$ cat src/rtl/tomasulo_pkg.sv
// Shared opcode encodings and decode helpers for the Tomasulo core.
package tomasulo_pkg;

    localparam int FUNC_W = 4;

    typedef logic [FUNC_W-1:0] func_t;

    typedef enum logic [FUNC_W-1:0] {
        OP_ADD   = 4'b0000,
        OP_SUB   = 4'b0001,
        OP_MUL   = 4'b0010,
        OP_DIV   = 4'b0011,
        OP_LOAD  = 4'b0100,
        OP_STORE = 4'b0101,
        OP_BEQ   = 4'b0110,
        OP_BNEQ  = 4'b0111
    } op_e;

    function automatic logic is_branch(input func_t func);
        return (func == OP_BEQ) || (func == OP_BNEQ);
    endfunction

    function automatic logic is_store(input func_t func);
        return func == OP_STORE;
    endfunction

endpackage

$ cat src/rtl/reorder_buffer_if.sv
// Issue / CDB / lookup / commit bundle between the ROB and the rest of the core.
interface reorder_buffer_if #(
    parameter int DEPTH  = 8,
    parameter int DATA_W = 16,
    parameter int REG_W  = 4,
    parameter int FUNC_W = 4
);
    localparam int IDX_W = $clog2(DEPTH);

    logic              alloc_valid;
    logic [FUNC_W-1:0] alloc_func;
    logic [REG_W-1:0]  alloc_rd;
    logic              alloc_ready;
    logic [IDX_W-1:0]  alloc_tag;

    logic              wb_valid;
    logic [IDX_W-1:0]  wb_tag;
    logic [DATA_W-1:0] wb_data;
    logic              wb_mispred;

    logic [IDX_W-1:0]  q_tag;
    logic              q_ready;
    logic [DATA_W-1:0] q_data;

    logic              commit_valid;
    logic              commit_ready;
    logic [FUNC_W-1:0] commit_func;
    logic [REG_W-1:0]  commit_rd;
    logic [DATA_W-1:0] commit_data;
    logic              flush;
    logic [IDX_W:0]    count;

    modport master (
        output alloc_valid, alloc_func, alloc_rd,
        output wb_valid, wb_tag, wb_data, wb_mispred,
        output q_tag, commit_ready,
        input  alloc_ready, alloc_tag, q_ready, q_data,
        input  commit_valid, commit_func, commit_rd, commit_data, flush, count
    );

    modport slave (
        input  alloc_valid, alloc_func, alloc_rd,
        input  wb_valid, wb_tag, wb_data, wb_mispred,
        input  q_tag, commit_ready,
        output alloc_ready, alloc_tag, q_ready, q_data,
        output commit_valid, commit_func, commit_rd, commit_data, flush, count
    );

endinterface

$ cat src/rtl/reorder_buffer_ptr_ctrl.sv
// Head/tail/occupancy bookkeeping for the reorder buffer; flush snaps everything to empty.
module rob_ptr_ctrl #(
    parameter int DEPTH = 8,
    parameter int IDX_W = $clog2(DEPTH)
) (
    input  logic             clk1,
    input  logic             rst_n,
    input  logic             alloc_fire,
    input  logic             commit_fire,
    input  logic             flush,
    output logic [IDX_W-1:0] head,
    output logic [IDX_W-1:0] tail,
    output logic [IDX_W:0]   count,
    output logic             full,
    output logic             empty
);

    logic [IDX_W-1:0] head_reg, tail_reg;
    logic [IDX_W:0]   count_reg, count_next;

    always_comb begin
        count_next = count_reg;
        unique case ({alloc_fire, commit_fire})
            2'b10:   count_next = count_reg + 1'b1;
            2'b01:   count_next = count_reg - 1'b1;
            default: count_next = count_reg;
        endcase
    end

    // Pointers wrap for free because DEPTH is a power of two.
    always_ff @(posedge clk1) begin
        if (!rst_n || flush) begin
            head_reg  <= '0;
            tail_reg  <= '0;
            count_reg <= '0;
        end else begin
            if (alloc_fire)  tail_reg <= tail_reg + 1'b1;
            if (commit_fire) head_reg <= head_reg + 1'b1;
            count_reg <= count_next;
        end
    end

    assign head  = head_reg;
    assign tail  = tail_reg;
    assign count = count_reg;
    assign full  = (count_reg == (IDX_W+1)'(DEPTH));
    assign empty = (count_reg == '0);

endmodule

$ cat src/rtl/reorder_buffer.sv
// In-order-commit reorder buffer: allocates at tail, completes from the CDB, commits at head.
module reorder_buffer
    import tomasulo_pkg::*;
#(
    parameter int DEPTH  = 8,
    parameter int DATA_W = 16,
    parameter int REG_W  = 4,
    parameter int FUNC_W = 4
) (
    input  logic             clk1,
    input  logic             rst_n,
    reorder_buffer_if.slave  rob
);

    localparam int IDX_W = $clog2(DEPTH);

    logic              busy_reg    [DEPTH];
    logic              done_reg    [DEPTH];
    logic              mispred_reg [DEPTH];
    logic [FUNC_W-1:0] func_mem    [DEPTH];
    logic [REG_W-1:0]  rd_mem      [DEPTH];
    logic [DATA_W-1:0] data_mem    [DEPTH];

    logic [IDX_W-1:0] head, tail;
    logic [IDX_W:0]   count;
    logic             full, empty;
    logic             alloc_fire, commit_fire, flush;
    logic             commit_valid, q_fwd;
    func_t            head_op;

    rob_ptr_ctrl #(
        .DEPTH (DEPTH),
        .IDX_W (IDX_W)
    ) u_ptr_ctrl (
        .clk1        (clk1),
        .rst_n       (rst_n),
        .alloc_fire  (alloc_fire),
        .commit_fire (commit_fire),
        .flush       (flush),
        .head        (head),
        .tail        (tail),
        .count       (count),
        .full        (full),
        .empty       (empty)
    );

    assign head_op      = func_t'(func_mem[head]);
    assign commit_valid = !empty && busy_reg[head] && done_reg[head];
    assign commit_fire  = commit_valid && rob.commit_ready;
    assign flush        = commit_fire && is_branch(head_op) && mispred_reg[head];
    // No full bypass: a commit this cycle does not free a slot for this cycle's alloc.
    assign alloc_fire   = rob.alloc_valid && rob.alloc_ready;

    assign rob.alloc_ready  = !full && !flush;
    assign rob.alloc_tag    = tail;
    assign rob.commit_valid = commit_valid;
    assign rob.commit_func  = func_mem[head];
    assign rob.commit_rd    = rd_mem[head];
    assign rob.commit_data  = data_mem[head];
    assign rob.flush        = flush;
    assign rob.count        = count;

    genvar gi;
    generate
        for (gi = 0; gi < DEPTH; gi++) begin : g_entry
            logic alloc_hit, commit_hit, wb_hit;

            assign alloc_hit  = alloc_fire && (tail == IDX_W'(gi));
            assign commit_hit = commit_fire && (head == IDX_W'(gi));
            assign wb_hit     = rob.wb_valid && (rob.wb_tag == IDX_W'(gi)) && busy_reg[gi]
                                && rst_n && !flush;

            always_ff @(posedge clk1) begin
                if (!rst_n || flush) begin
                    busy_reg[gi]    <= 1'b0;
                    done_reg[gi]    <= 1'b0;
                    mispred_reg[gi] <= 1'b0;
                end else if (alloc_hit) begin
                    busy_reg[gi]    <= 1'b1;
                    done_reg[gi]    <= 1'b0;
                    mispred_reg[gi] <= 1'b0;
                end else begin
                    if (commit_hit) busy_reg[gi] <= 1'b0;
                    if (wb_hit) begin
                        done_reg[gi]    <= 1'b1;
                        mispred_reg[gi] <= rob.wb_mispred;
                    end
                end
            end

            always_ff @(posedge clk1) begin
                if (alloc_hit) begin
                    func_mem[gi] <= rob.alloc_func;
                    rd_mem[gi]   <= rob.alloc_rd;
                end
                if (wb_hit) data_mem[gi] <= rob.wb_data;
            end
        end
    endgenerate

    // CDB forward lets issue see a result in the same cycle it is broadcast.
    assign q_fwd       = rob.wb_valid && (rob.wb_tag == rob.q_tag) && busy_reg[rob.q_tag];
    assign rob.q_ready = q_fwd || (busy_reg[rob.q_tag] && done_reg[rob.q_tag]);
    assign rob.q_data  = q_fwd ? rob.wb_data : data_mem[rob.q_tag];

endmodule

$ cat src/flat_wrapper.sv
// flat-port wrapper written by rule: the top's interface ports become plain ports
module reorder_buffer_flat import tomasulo_pkg::*;
#(
    parameter int DEPTH  = 8,
    parameter int DATA_W = 16,
    parameter int REG_W  = 4,
    parameter int FUNC_W = 4
)
  (clk1, rst_n, rob_alloc_valid, rob_alloc_func, rob_alloc_rd, rob_wb_valid, rob_wb_tag, rob_wb_data, rob_wb_mispred, rob_q_tag, rob_commit_ready, rob_alloc_ready, rob_alloc_tag, rob_q_ready, rob_q_data, rob_commit_valid, rob_commit_func, rob_commit_rd, rob_commit_data, rob_flush, rob_count);
  reorder_buffer_if #(.DEPTH(DEPTH), .DATA_W(DATA_W), .REG_W(REG_W), .FUNC_W(FUNC_W)) rob_i ();
  input  logic clk1;
  input  logic rst_n;
  input wire logic [$bits(rob_i.alloc_valid)-1:0] rob_alloc_valid;
  input wire logic [$bits(rob_i.alloc_func)-1:0] rob_alloc_func;
  input wire logic [$bits(rob_i.alloc_rd)-1:0] rob_alloc_rd;
  input wire logic [$bits(rob_i.wb_valid)-1:0] rob_wb_valid;
  input wire logic [$bits(rob_i.wb_tag)-1:0] rob_wb_tag;
  input wire logic [$bits(rob_i.wb_data)-1:0] rob_wb_data;
  input wire logic [$bits(rob_i.wb_mispred)-1:0] rob_wb_mispred;
  input wire logic [$bits(rob_i.q_tag)-1:0] rob_q_tag;
  input wire logic [$bits(rob_i.commit_ready)-1:0] rob_commit_ready;
  output wire logic [$bits(rob_i.alloc_ready)-1:0] rob_alloc_ready;
  output wire logic [$bits(rob_i.alloc_tag)-1:0] rob_alloc_tag;
  output wire logic [$bits(rob_i.q_ready)-1:0] rob_q_ready;
  output wire logic [$bits(rob_i.q_data)-1:0] rob_q_data;
  output wire logic [$bits(rob_i.commit_valid)-1:0] rob_commit_valid;
  output wire logic [$bits(rob_i.commit_func)-1:0] rob_commit_func;
  output wire logic [$bits(rob_i.commit_rd)-1:0] rob_commit_rd;
  output wire logic [$bits(rob_i.commit_data)-1:0] rob_commit_data;
  output wire logic [$bits(rob_i.flush)-1:0] rob_flush;
  output wire logic [$bits(rob_i.count)-1:0] rob_count;
  assign rob_i.alloc_valid = rob_alloc_valid;
  assign rob_i.alloc_func = rob_alloc_func;
  assign rob_i.alloc_rd = rob_alloc_rd;
  assign rob_i.wb_valid = rob_wb_valid;
  assign rob_i.wb_tag = rob_wb_tag;
  assign rob_i.wb_data = rob_wb_data;
  assign rob_i.wb_mispred = rob_wb_mispred;
  assign rob_i.q_tag = rob_q_tag;
  assign rob_i.commit_ready = rob_commit_ready;
  assign rob_alloc_ready = rob_i.alloc_ready;
  assign rob_alloc_tag = rob_i.alloc_tag;
  assign rob_q_ready = rob_i.q_ready;
  assign rob_q_data = rob_i.q_data;
  assign rob_commit_valid = rob_i.commit_valid;
  assign rob_commit_func = rob_i.commit_func;
  assign rob_commit_rd = rob_i.commit_rd;
  assign rob_commit_data = rob_i.commit_data;
  assign rob_flush = rob_i.flush;
  assign rob_count = rob_i.count;
  reorder_buffer #(.DEPTH(DEPTH), .DATA_W(DATA_W), .REG_W(REG_W), .FUNC_W(FUNC_W)) u_core (.clk1(clk1), .rst_n(rst_n), .rob(rob_i));
endmodule
$ cat config.mk
export PLATFORM = sky130hd
export DESIGN_NAME = reorder_buffer_flat
export DESIGN_NICKNAME = d
export VERILOG_FILES = /design/src/rtl/tomasulo_pkg.sv /design/src/rtl/reorder_buffer_if.sv /design/src/rtl/reorder_buffer_ptr_ctrl.sv /design/src/rtl/reorder_buffer.sv /design/src/flat_wrapper.sv
export SDC_FILE = /design/constraint.sdc
export NUM_CORES = 1
export LEC_CHECK = 0
export ABC_AREA = 1
export CAP_MARGIN = 20
export CORE_ASPECT_RATIO = 0.9
export CORE_MARGIN = 2
export CORE_UTILIZATION = 35
export CTS_CLUSTER_DIAMETER = 150
export DETAILED_ROUTE_END_ITERATION = 10
export HOLD_SLACK_MARGIN = 0.02
export REMOVE_ABC_BUFFERS = 1
export SETUP_SLACK_MARGIN = 0.3
export SYNTH_ARGS = -nofsm -noshare
export SYNTH_HDL_FRONTEND = slang
export SYNTH_SLANG_ARGS = --single-unit
$ cat constraint.sdc
create_clock -name clk1 -period 4.5 [get_ports clk1]
set_input_delay 1.35 -clock clk1 [delete_from_list [all_inputs] [get_ports clk1]]
set_output_delay 1.35 -clock clk1 [all_outputs]
set_load 0.02 [all_outputs]
==> metrics.txt <==
# clock sinks 229; Seq/Total Area, Yosys 59.88%; Compound-Gate Fraction of Synth Area 14.53%; Die Width 193.1 um; Yosys reg bits 229; fin util 43.23%; Final setup viols 0; Worst Path Required ~3.2 ns; Post-CTS Hold Buffers 0; vias per cell 5.205; Total GRT Usage 18.86%; Final min period 4.146 ns; final clock skew approximately 0.013 ns; Synth Instances 1197; CP Capture Type output pin; pwr/cell area 350.3 nW/um^2; slowest stage delay, CP around 0.36 ns; clk_lat worst skew 0.53 ns; routability congestion estimate 0.8264; Reg2Reg Depth 17; largest net degree at the start of global routing 53; TritonCTS clock tree done; Row Count 62; top flop regs u_core.data_mem x128, u_core.func_mem x32, u_core.rd_mem x32; status complete, no violations; Pre-Repair DR Iteration Count 7; Post-Synth Simple-Gate Area 16.97%; Mapped Area approximately 11000 um^2; Worst-Margin Slew 0.5862 ns; Peak supply drop 245.0 uV; Initial DRC Count 866; Post-Synth Adder-Cell Area 1.843%; WHS Path Cells 2; DP HPWL ~20000 um; Max clock buf depth 3; CP Max Fanout 5; post-synthesis mux area share 0%; DRC viols 0; I/O pin count 87; distinct cell type count after synthesis 35; Reg clk slew, reported paths 0.06 ns; slowest CP cell a2111oi_4; MaxCap Viol Count 0; main combinational cell family by area after synthesis simple AND/OR/NAND/NOR gates; Max Clk Rate 241.2 MHz; Async SR Flop Fraction 0%; first-pass GRT wire length 48690 um; htree depth 1; Buffers on Ports between 80 and 90; CTS root buffer clkbuf_16; detailed-route via count 9052; Fin Hold WS ~0.53 ns; number of global-route vias before repair 8641; Largest register FFs 128; crit path DAT 2.80 ns; relative slew slack 60.88%; synth warn 0; ys flop type edfxtp_1; share of cells above drive strength 1 12.48%; Num CTS Buffers 25; average cell area after synthesis between 9 and 10 um^2; Post-synth EDFFs 216; Worst Hold Class reg2reg; initial antenna violation count 1; Layout area overhead 22.04%; Final Hold Viols 0; Startpoint Class input pin; final WL approximately 32000 um; Antenna Nets Post-Route 0; max-slew violations 0; starting density of the core 35.42%; Final period util 92.14%; Lkg Pwr 5.381 nW; nets around 1400; RSZ-0062 raised after global routing no; die area 33650 um^2; Core ar. 31810 um^2; Pwr Total about 4.8 mW; Remaining Overflow, GRT 0; die span in y 174.2 um; XOR/XNOR Fraction of Synth Area 0.2332%; largest reg by FF count u_core.data_mem; crit-path cells buf_2, inv_2, o21ai_2, a2111oi_4, buf_6, nand2_8, clkbuf_16, nand2_1, nand2_1, buf_2; wire length per cell 18.42 um; Setup CP Type in2out
==> cells by family after synthesis <==
kind of cell	after synthesis
xor+xnor	3
fa+ha+maj	16
flops	229
buf+inv	181
simple gates	458
compound gates	310
==> placed cells by master (no fill, tap or decap), types with 9 or more instances in the layout <==
cell type and count:
nor2_1 150, clkdlybuf4s50_1 59, ha_1 15, nand3_1 65, a21oi_1 76, buf_4 54
buf_2 9, a31oi_1 21, clkbuf_16 27, dfxtp_1 11, nand2_2 9, buf_6 12
o21ai_0 195, inv_1 99, nand2_1 211, edfxtp_1 216
==> routing by layer <==
metal	share of wire (%)	GRT usage, %
met1	45	27.09
met2	45	29.15
met3	7.5	3.150
met4	2.5	5.745
met5	0	0
==> through the flow <==
stage | area (um^2) | instances | setup WS (ns) | setup TNS, ns
2_1_floorplan | 10930 | 1124 | -0.9399 | -64.87
3_3_place_gp | 12860 | 1687 | -0.3901 | -6.290
3_5_place_dp | 12860 | 1687 | -0.4366 | -6.949
4_1_cts | 13620 | 1736 | 0.3000 | 0
5_1_grt | 13750 | 1739 | 0.3069 | 0
6_report | 13750 | 1739 | 0.3536 | 0
==> cells in the mapped netlist, types with 4 or more instances <==
master	number	share of area, %
a21oi_1	76	3.4
a31oi_1	21	1.2
buf_1	13	0.43
buf_2	11	0.49
buf_4	4	0.27
buf_6	4	0.40
clkbuf_1	41	1.4
dfxtp_1	13	2.3
edfxtp_1	216	58
ha_1	15	1.7
inv_1	102	3.4
inv_2	4	0.13
nand2_1	215	7.2
nand2_2	6	0.33
nand3_1	65	2.9
nand4_1	5	0.28
nor2_1	155	5.2
o21ai_0	198	8.8
o22ai_1	6	0.33
==> power by group <==
group / switching [mW] / internal (mW) / total [mW]
clock network: 0.835 / 1.08 / 1.91
logic: 0.314 / 0.190 / 0.504
registers: 0.0246 / 2.37 / 2.40
==> final cells by class <==
class | instances | area (um^2)
inverters | 108 | 416.7
well taps | 416 | 520.5
flip-flops and latches | 229 | 6751
repair buffers | 152 | 1464
multi-input cells | 787 | 3837
clock inverters | 17 | 117.6
clock buffers | 29 | 640.6
fillers | 3034 | 18050
diodes | 1 | 2.502
==> what timing repair did <==
item,in CTS,in global routing
pin swaps,2,3
gates cloned,1,2
resized for setup,91,36
endpoints found under the hold margin,0,0
setup endpoints to repair,29,22
buffers inserted,2,0
==> worst paths after layout <==
path | startpoint | endpoint | slack (ns)
hold / removal | u_core.u_ptr_ctrl.count[0] | u_core.u_ptr_ctrl.count[0] | 0.53
setup / recovery | rob_q_tag[1] | rob_q_data[0] | 0.35
hold reg to reg | u_core.u_ptr_ctrl.count[0] | u_core.u_ptr_ctrl.count[0] | 0.53
setup reg to reg | register | u_core.u_ptr_ctrl.count[3] | 1.24
==> worst max-delay path: cells and delay by family <==
family	cells	cell delay, ns
and+or+nand+nor	3	0.18
buffers and inverters	5	0.81
AOI/OAI and AO/OA	2	0.44
(Power assumes the default switching activity.)
